==> config.mk <==
export PLATFORM = sky130hd
export DESIGN_NAME = bus_xbar
export DESIGN_NICKNAME = d
export VERILOG_FILES = /design/src/rtl/bus_xbar_pkg.sv /design/src/rtl/bus_xbar_decode.sv /design/src/rtl/bus_xbar.sv
export SDC_FILE = /design/constraint.sdc
export NUM_CORES = 1
export LEC_CHECK = 0
export ABC_AREA = 1
export CAP_MARGIN = 20
export CORE_MARGIN = 1
export CORE_UTILIZATION = 45
export CTS_BUF_LIST = sky130_fd_sc_hd__clkbuf_4 sky130_fd_sc_hd__clkbuf_8
export CTS_CLUSTER_DIAMETER = 150
export CTS_CLUSTER_SIZE = 30
export DETAILED_ROUTE_END_ITERATION = 8
export PLACE_DENSITY_LB_ADDON = 0.3
export SETUP_SLACK_MARGIN = 0.05
export SLEW_MARGIN = 20
export SYNTH_ARGS = -nofsm -noshare
export SYNTH_HDL_FRONTEND = slang
export SYNTH_SLANG_ARGS = --single-unit
==> constraint.sdc <==
create_clock -name clk -period 1.7 [get_ports clk]
set_input_delay 0.255 -clock clk [delete_from_list [all_inputs] [get_ports clk]]
set_output_delay 0.255 -clock clk [all_outputs]
set_load 0.02 [all_outputs]
==> src/rtl/bus_xbar_pkg.sv <==
// Shared types and default SoC address map for the bus_xbar interconnect.
// The default map has two slaves: block RAM at 0x4000-0x5FFF and device/MMIO at 0x7000-0x7FFF.
package bus_xbar_pkg;

  typedef enum logic [1:0] {
    ST_IDLE   = 2'd0,
    ST_ACTIVE = 2'd1,
    ST_RESP   = 2'd2
  } xbar_state_t;

  localparam logic [15:0] BRAM_BASE = 16'h4000;
  localparam logic [15:0] BRAM_MASK = 16'hE000;
  localparam logic [15:0] DEV_BASE  = 16'h7000;
  localparam logic [15:0] DEV_MASK  = 16'hF000;

  // Wide enough for any TIMEOUT in 1..255.
  localparam int CNT_W = 8;

endpackage

==> src/rtl/bus_xbar_decode.sv <==
// Combinational base/mask address decoder.
// Produces a one-hot hit vector in which the lowest matching slave index wins, plus a miss flag.
module xbar_decode
  import bus_xbar_pkg::*;
#(
  parameter int                   N_SLV = 2,
  parameter int                   AW    = 16,
  parameter logic [N_SLV*AW-1:0]  BASE  = {DEV_BASE, BRAM_BASE},
  parameter logic [N_SLV*AW-1:0]  MASK  = {DEV_MASK, BRAM_MASK}
) (
  input  logic [AW-1:0]    addr,
  output logic [N_SLV-1:0] hit,
  output logic             miss
);

  always_comb begin
    hit  = '0;
    miss = 1'b1;
    for (int i = 0; i < N_SLV; i++) begin
      if (miss && ((addr & MASK[i*AW +: AW]) == BASE[i*AW +: AW])) begin
        hit[i] = 1'b1;
        miss   = 1'b0;
      end
    end
  end

endmodule

==> src/rtl/bus_xbar.sv <==
// 1-master / N-slave bus interconnect with req/ack wait states, decode-miss and timeout
// error responses, and a sticky capture of the first error address.
module bus_xbar
  import bus_xbar_pkg::*;
#(
  parameter int                   N_SLV   = 2,
  parameter int                   AW      = 16,
  parameter int                   DW      = 16,
  parameter logic [N_SLV*AW-1:0]  BASE    = {DEV_BASE, BRAM_BASE},
  parameter logic [N_SLV*AW-1:0]  MASK    = {DEV_MASK, BRAM_MASK},
  parameter int                   TIMEOUT = 15
) (
  input  logic                clk,
  input  logic                rst_n,
  input  logic                m_req,
  input  logic [AW-1:0]       m_addr,
  input  logic [DW-1:0]       m_wdata,
  input  logic                m_wen,
  output logic                m_ready,
  output logic [DW-1:0]       m_rdata,
  output logic                m_err,
  output logic [N_SLV-1:0]    s_req,
  output logic [AW-1:0]       s_addr,
  output logic [DW-1:0]       s_wdata,
  output logic                s_wen,
  input  logic [N_SLV-1:0]    s_ack,
  input  logic [N_SLV*DW-1:0] s_rdata,
  output logic                err_valid,
  output logic [AW-1:0]       err_addr,
  input  logic                err_clr
);

  // state  | meaning
  // IDLE   | waiting for m_req; request fields and decode captured on accept
  // ACTIVE | one slave selected, counting cycles until ack or timeout
  // RESP   | m_ready pulse with captured data / error flag

  localparam logic [CNT_W-1:0] TO_CNT = CNT_W'(TIMEOUT);

  xbar_state_t      state_q, state_d;
  logic [CNT_W-1:0] cnt_q;
  logic [AW-1:0]    addr_q;
  logic [DW-1:0]    wdata_q;
  logic             wen_q;
  logic [N_SLV-1:0] s_req_q;
  logic [DW-1:0]    rdata_q;
  logic             err_q;
  logic             err_valid_q;
  logic [AW-1:0]    err_addr_q;

  logic [N_SLV-1:0] dec_hit;
  logic             dec_miss;
  logic             accept, done_ack, done_to, ack_hit;
  logic [DW-1:0]    ack_data;
  logic             err_set;
  logic [AW-1:0]    err_set_addr;

  xbar_decode #(
    .N_SLV (N_SLV),
    .AW    (AW),
    .BASE  (BASE),
    .MASK  (MASK)
  ) u_decode (
    .addr (m_addr),
    .hit  (dec_hit),
    .miss (dec_miss)
  );

  // Only the selected slave's ack and data matter; strays from other slaves are masked.
  always_comb begin
    ack_hit  = |(s_ack & s_req_q);
    ack_data = '0;
    for (int i = 0; i < N_SLV; i++) begin
      if (s_req_q[i]) ack_data = ack_data | s_rdata[i*DW +: DW];
    end
  end

  always_comb begin
    state_d  = state_q;
    accept   = 1'b0;
    done_ack = 1'b0;
    done_to  = 1'b0;
    case (state_q)
      ST_IDLE: begin
        if (m_req) begin
          accept  = 1'b1;
          state_d = dec_miss ? ST_RESP : ST_ACTIVE;
        end
      end
      ST_ACTIVE: begin
        if (ack_hit) begin
          done_ack = 1'b1;
          state_d  = ST_RESP;
        end else if (cnt_q == TO_CNT) begin
          done_to = 1'b1;
          state_d = ST_RESP;
        end
      end
      ST_RESP: state_d = ST_IDLE;
      default: state_d = ST_IDLE;
    endcase
  end

  assign err_set      = (accept & dec_miss) | done_to;
  assign err_set_addr = accept ? m_addr : addr_q;

  always_ff @(posedge clk or negedge rst_n) begin
    if (!rst_n) begin
      state_q <= ST_IDLE;
      cnt_q   <= '0;
      addr_q  <= '0;
      wdata_q <= '0;
      wen_q   <= 1'b0;
      s_req_q <= '0;
      rdata_q <= '0;
      err_q   <= 1'b0;
    end else begin
      state_q <= state_d;
      if (accept) begin
        addr_q  <= m_addr;
        wdata_q <= m_wdata;
        wen_q   <= m_wen;
        s_req_q <= dec_hit;
        cnt_q   <= CNT_W'(1);
        rdata_q <= '0;
        err_q   <= dec_miss;
      end else if (done_ack) begin
        s_req_q <= '0;
        cnt_q   <= '0;
        rdata_q <= wen_q ? '0 : ack_data;
        err_q   <= 1'b0;
      end else if (done_to) begin
        s_req_q <= '0;
        cnt_q   <= '0;
        rdata_q <= '0;
        err_q   <= 1'b1;
      end else if (state_q == ST_ACTIVE) begin
        cnt_q <= cnt_q + CNT_W'(1);
      end
    end
  end

  // A clear in the same cycle as a new error wins.
  always_ff @(posedge clk or negedge rst_n) begin
    if (!rst_n) begin
      err_valid_q <= 1'b0;
      err_addr_q  <= '0;
    end else if (err_clr) begin
      err_valid_q <= 1'b0;
      err_addr_q  <= '0;
    end else if (err_set && !err_valid_q) begin
      err_valid_q <= 1'b1;
      err_addr_q  <= err_set_addr;
    end
  end

  assign m_ready   = (state_q == ST_RESP);
  assign m_rdata   = m_ready ? rdata_q : '0;
  assign m_err     = m_ready & err_q;
  assign s_req     = s_req_q;
  assign s_addr    = addr_q;
  assign s_wdata   = wdata_q;
  assign s_wen     = wen_q & (|s_req_q);
  assign err_valid = err_valid_q;
  assign err_addr  = err_addr_q;

endmodule

==> summary.txt <==
STA
  • Worst slew pin tran: 445 ps
  • Clock Skew: between 10 and 15 ps
  • Final hold violations: 0
  • Clock period minus worst slack: between 1500 and 2000 ps
  • Worst slew margin: approximately 70%
  • Tcrit/Tclk final: between 90% and 100%
  • Max Clk Rate: 621 MHz
  • Final Max Slew Viols: 0
  • Setup TNS: 0 ps
  • Hold Slack: 376 ps
  • Final Setup Violations: 0
  • RSZ-0062 raised after global routing: false

Power and ir drop
  • VDD IR max: roughly 740 uV
  • Sw frac: 37.7%
  • Lkg Pwr: 2.70 nW
  • Power per cell area: 1480 mW/mm^2
  • Part of the power in registers: approximately a third
  • P_sw: 3.10 mW
  • Logic pwr share: 46.2%
  • Clock share of power: 20.6%
  • Pint: 5.12 mW

Synthesis
  • Largest cells by area after synthesis: dfrtp_1 54%, nand2_1 13%, inv_1 5.0%, a22o_1 3.8%, nand3_2 3.3%
  • Avg Inst Size Synth: 8.86 um^2
  • Yosys cell types: 33
  • Top-count cell post-synth: nand2_1
  • Post-synth EDFFs: 0
  • Ys flop type: dfrtp_1
  • Commonest cells in the netlist: 127 x nand2_1, 79 x dfrtp_1, 49 x inv_1, 29 x nor2_1, 17 x nand4_1
  • Register area share after synthesis: 54.1%
  • Async set-reset flop share out of synthesis: 100%
  • Netlist Area Pre-Place: 0.00365 mm^2
  • Syn Inst Count: a little over 400
  • Syn Nets: 484
  • Yosys warnings: 0
  • Synth Register Bits: 79
  • Largest area contributor in the netlist: dfrtp_1
  • Post-synth top area share: 54.1%

Setup path
  • Critical Path AT: 1360 ps
  • Critical-path maximum fanout: 2
  • Buf+Inv Stages, Crit Path: 1
  • Reg2Reg Depth: 8
  • Worst path cell trace: clkdlybuf4s50_1
  • Critical Path Max Stage Delay: 630 ps
  • CP delay by family, top: buffers and inverters
  • Setup Crit Path Kind: reg2out
  • WP data required: between 1000 and 1500 ps
  • Levels on crit path: 1
  • Endpoint type of the worst setup path: primary output
  • Slowest cell on crit path: clkdlybuf4s50_1
  • CP Launch Type: flip-flop

Finish
  • Fin nets: 641
  • Non-Filler Instances: between 600 and 700
  • Post-route design area: around 0.0056 mm^2
  • Diodes inserted: 0
  • Area grow syn2layout: 52.0%
  • Share of cells above drive strength 1: 16.0%
  • Fin util: 71.1%

Clocking
  • H-tree depth: 3
  • Root buffer cell: clkbuf_8
  • Setup Buffers After CTS: 0
  • Max clock buf depth: 2
  • Reg clk slew, reported paths: roughly 80 ps
  • Insertion delay to the later sink of the worst-skew pair: about 340 ps
  • CTS tree: done
  • TritonCTS Buffers: 9
  • Clock sinks: 79

Global route
  • First-pass GRT wire length: ~15,000 um
  • Number of global-route vias before repair: 3,351
  • Total congestion overflow: 0
  • Antenna violations before repair: 0
  • Pin count of the biggest net entering global routing: 51
  • GRT Overall Usage: 23.2%

Drt
  • Initial DRC Count: 129
  • TritonRoute pass-1 iters: 4
  • Wire length per cell: 13.9 um
  • Vias after detailed routing: 3,298
  • Final wirelength: between 9000 and 10,000 um
  • DR DRC count: 0
  • Mean number of vias per cell: 4.88
  • Routed Antenna Nets: 0

Placement
  • Dpl hpwl: 6760 um
  • DP Area: 0.00531 mm^2
  • # port buffers: 140
  • Final GP Congestion: 0.805
  • Dpl cells: 659

Floorplan
  • Initial cell density of the core: 46.8%
  • Core ar.: a little under 0.008 mm^2
  • Die ar.: 0.00848 mm^2
  • Row cnt: 32
  • Die width: 92.1 um
  • Die Y: roughly 92 um
  • # IOs: 141

Run
  • Max-cap violations: 0

Status
  • Status: complete, no violations

Hold path
  • Worst hold-check path type: in2async
## metrics by stage
step | total power, mW | setup WS (ps)
global route | 8.71 | 33.5
floorplan | 4.74 | 18.1
global placement | 6.46 | -42.0
detailed placement | 6.54 | -76.7
CTS | 8.25 | 53.1
finish | 8.21 | 89.8
## layout by cell type, fill, tap and decap left out, types with 5 or more instances in the layout
cell type	count
nor2_1	24
nand3_2	13
nand4_1	17
nor2_2	5
a22o_1	16
nand2_1	127
nand3_1	10
clkdlybuf4s50_1	115
inv_1	49
buf_4	36
o21ai_0	10
clkbuf_8	9
o22ai_1	14
dfrtp_1	79
buf_12	5
## logic make-up (layout without fill, tap and decap cells)
group                      count (synthesis)  count (layout)  share of synthesized area [%]
AOI/OAI and AO/OA                         49              49                           9.45
xor gates and xnor gates                   2               2                          0.480
buffers and inverters                     74             236                           8.77
and+or+nand+nor                          207             207                           26.8
adders and majority gates                  1               1                          0.343
DFF                                       79              79                           54.1
## path summary, 6_finish.rpt
kind,from,to,slack (ps)
worst max-delay path,err_addr[7],err_addr[7],90
worst min-delay path,rst_n,s_addr[15],380
worst max register to register,state_q[0],cnt_q[7],180
worst min register to register,s_wdata[9],s_wdata[9],480
max in group asynchronous,rst_n,rdata_q[3],740
min in group clk,m_wdata[13],s_wdata[13],440
## cell type report
| type | instances | area (um^2) |
|---|---|---|
| clock buffer | 10 | 131 |
| fill | 603 | 2250 |
| multi-input combinational | 259 | 1380 |
| tap | 102 | 128 |
| timing repair buffer | 166 | 1610 |
| inverter | 54 | 204 |
| sequential | 79 | 1980 |
| clock inverter | 6 | 116 |
## sequential cells by signal, indices dropped and copies added, names as in the netlist
| name | flops |
|---|---|
| s_wdata | 16 |
| wen_q | 1 |
| state_q | 2 |
| err_valid | 1 |
| cnt_q | 8 |
| rdata_q | 16 |
| err_q | 1 |
| s_req | 2 |
| err_addr | 16 |
| s_addr | 16 |
## routing by layer
metal	vias to the layer above	wire (um)	global-route usage, %	part of all wire [%]
met5	-	0	0	0
met4	0	156	8.98	1.7
met3	13	599	4.73	6.4
met2	118	4550	39.7	48
met1	1533	4110	28.8	44
li1	1634	-	-	-
## power groups by stage
| stage | clock network (mW) | logic, mW | registers (mW) |
|---|---|---|---|
| after floorplan | 0 | 1.44 | 3.30 |
| after global placement | 0 | 3.72 | 2.74 |
| after detailed placement | 0 | 3.80 | 2.74 |
| after CTS | 1.73 | 3.81 | 2.72 |
| after global routing | 1.79 | 4.13 | 2.79 |
| final | 1.69 | 3.80 | 2.72 |
## worst register-to-register path, stage by stage (launching register included)
cell and delay [ps]:
dfrtp_1 410, buf_4 160, o21ai_1 380, nor2_1 80, buf_4 170, nand3_1 70
nand2_1 50, nand2_1 50, nor2_1 40
## what timing repair did
action,CTS,global route
endpoints found under the hold margin,29,0
gates resized for setup,88,10
endpoints found under the setup margin,21,21
pin swaps,1,1
hold buffers,1,0
gates cloned,0,0
(Power assumes the default switching activity.)
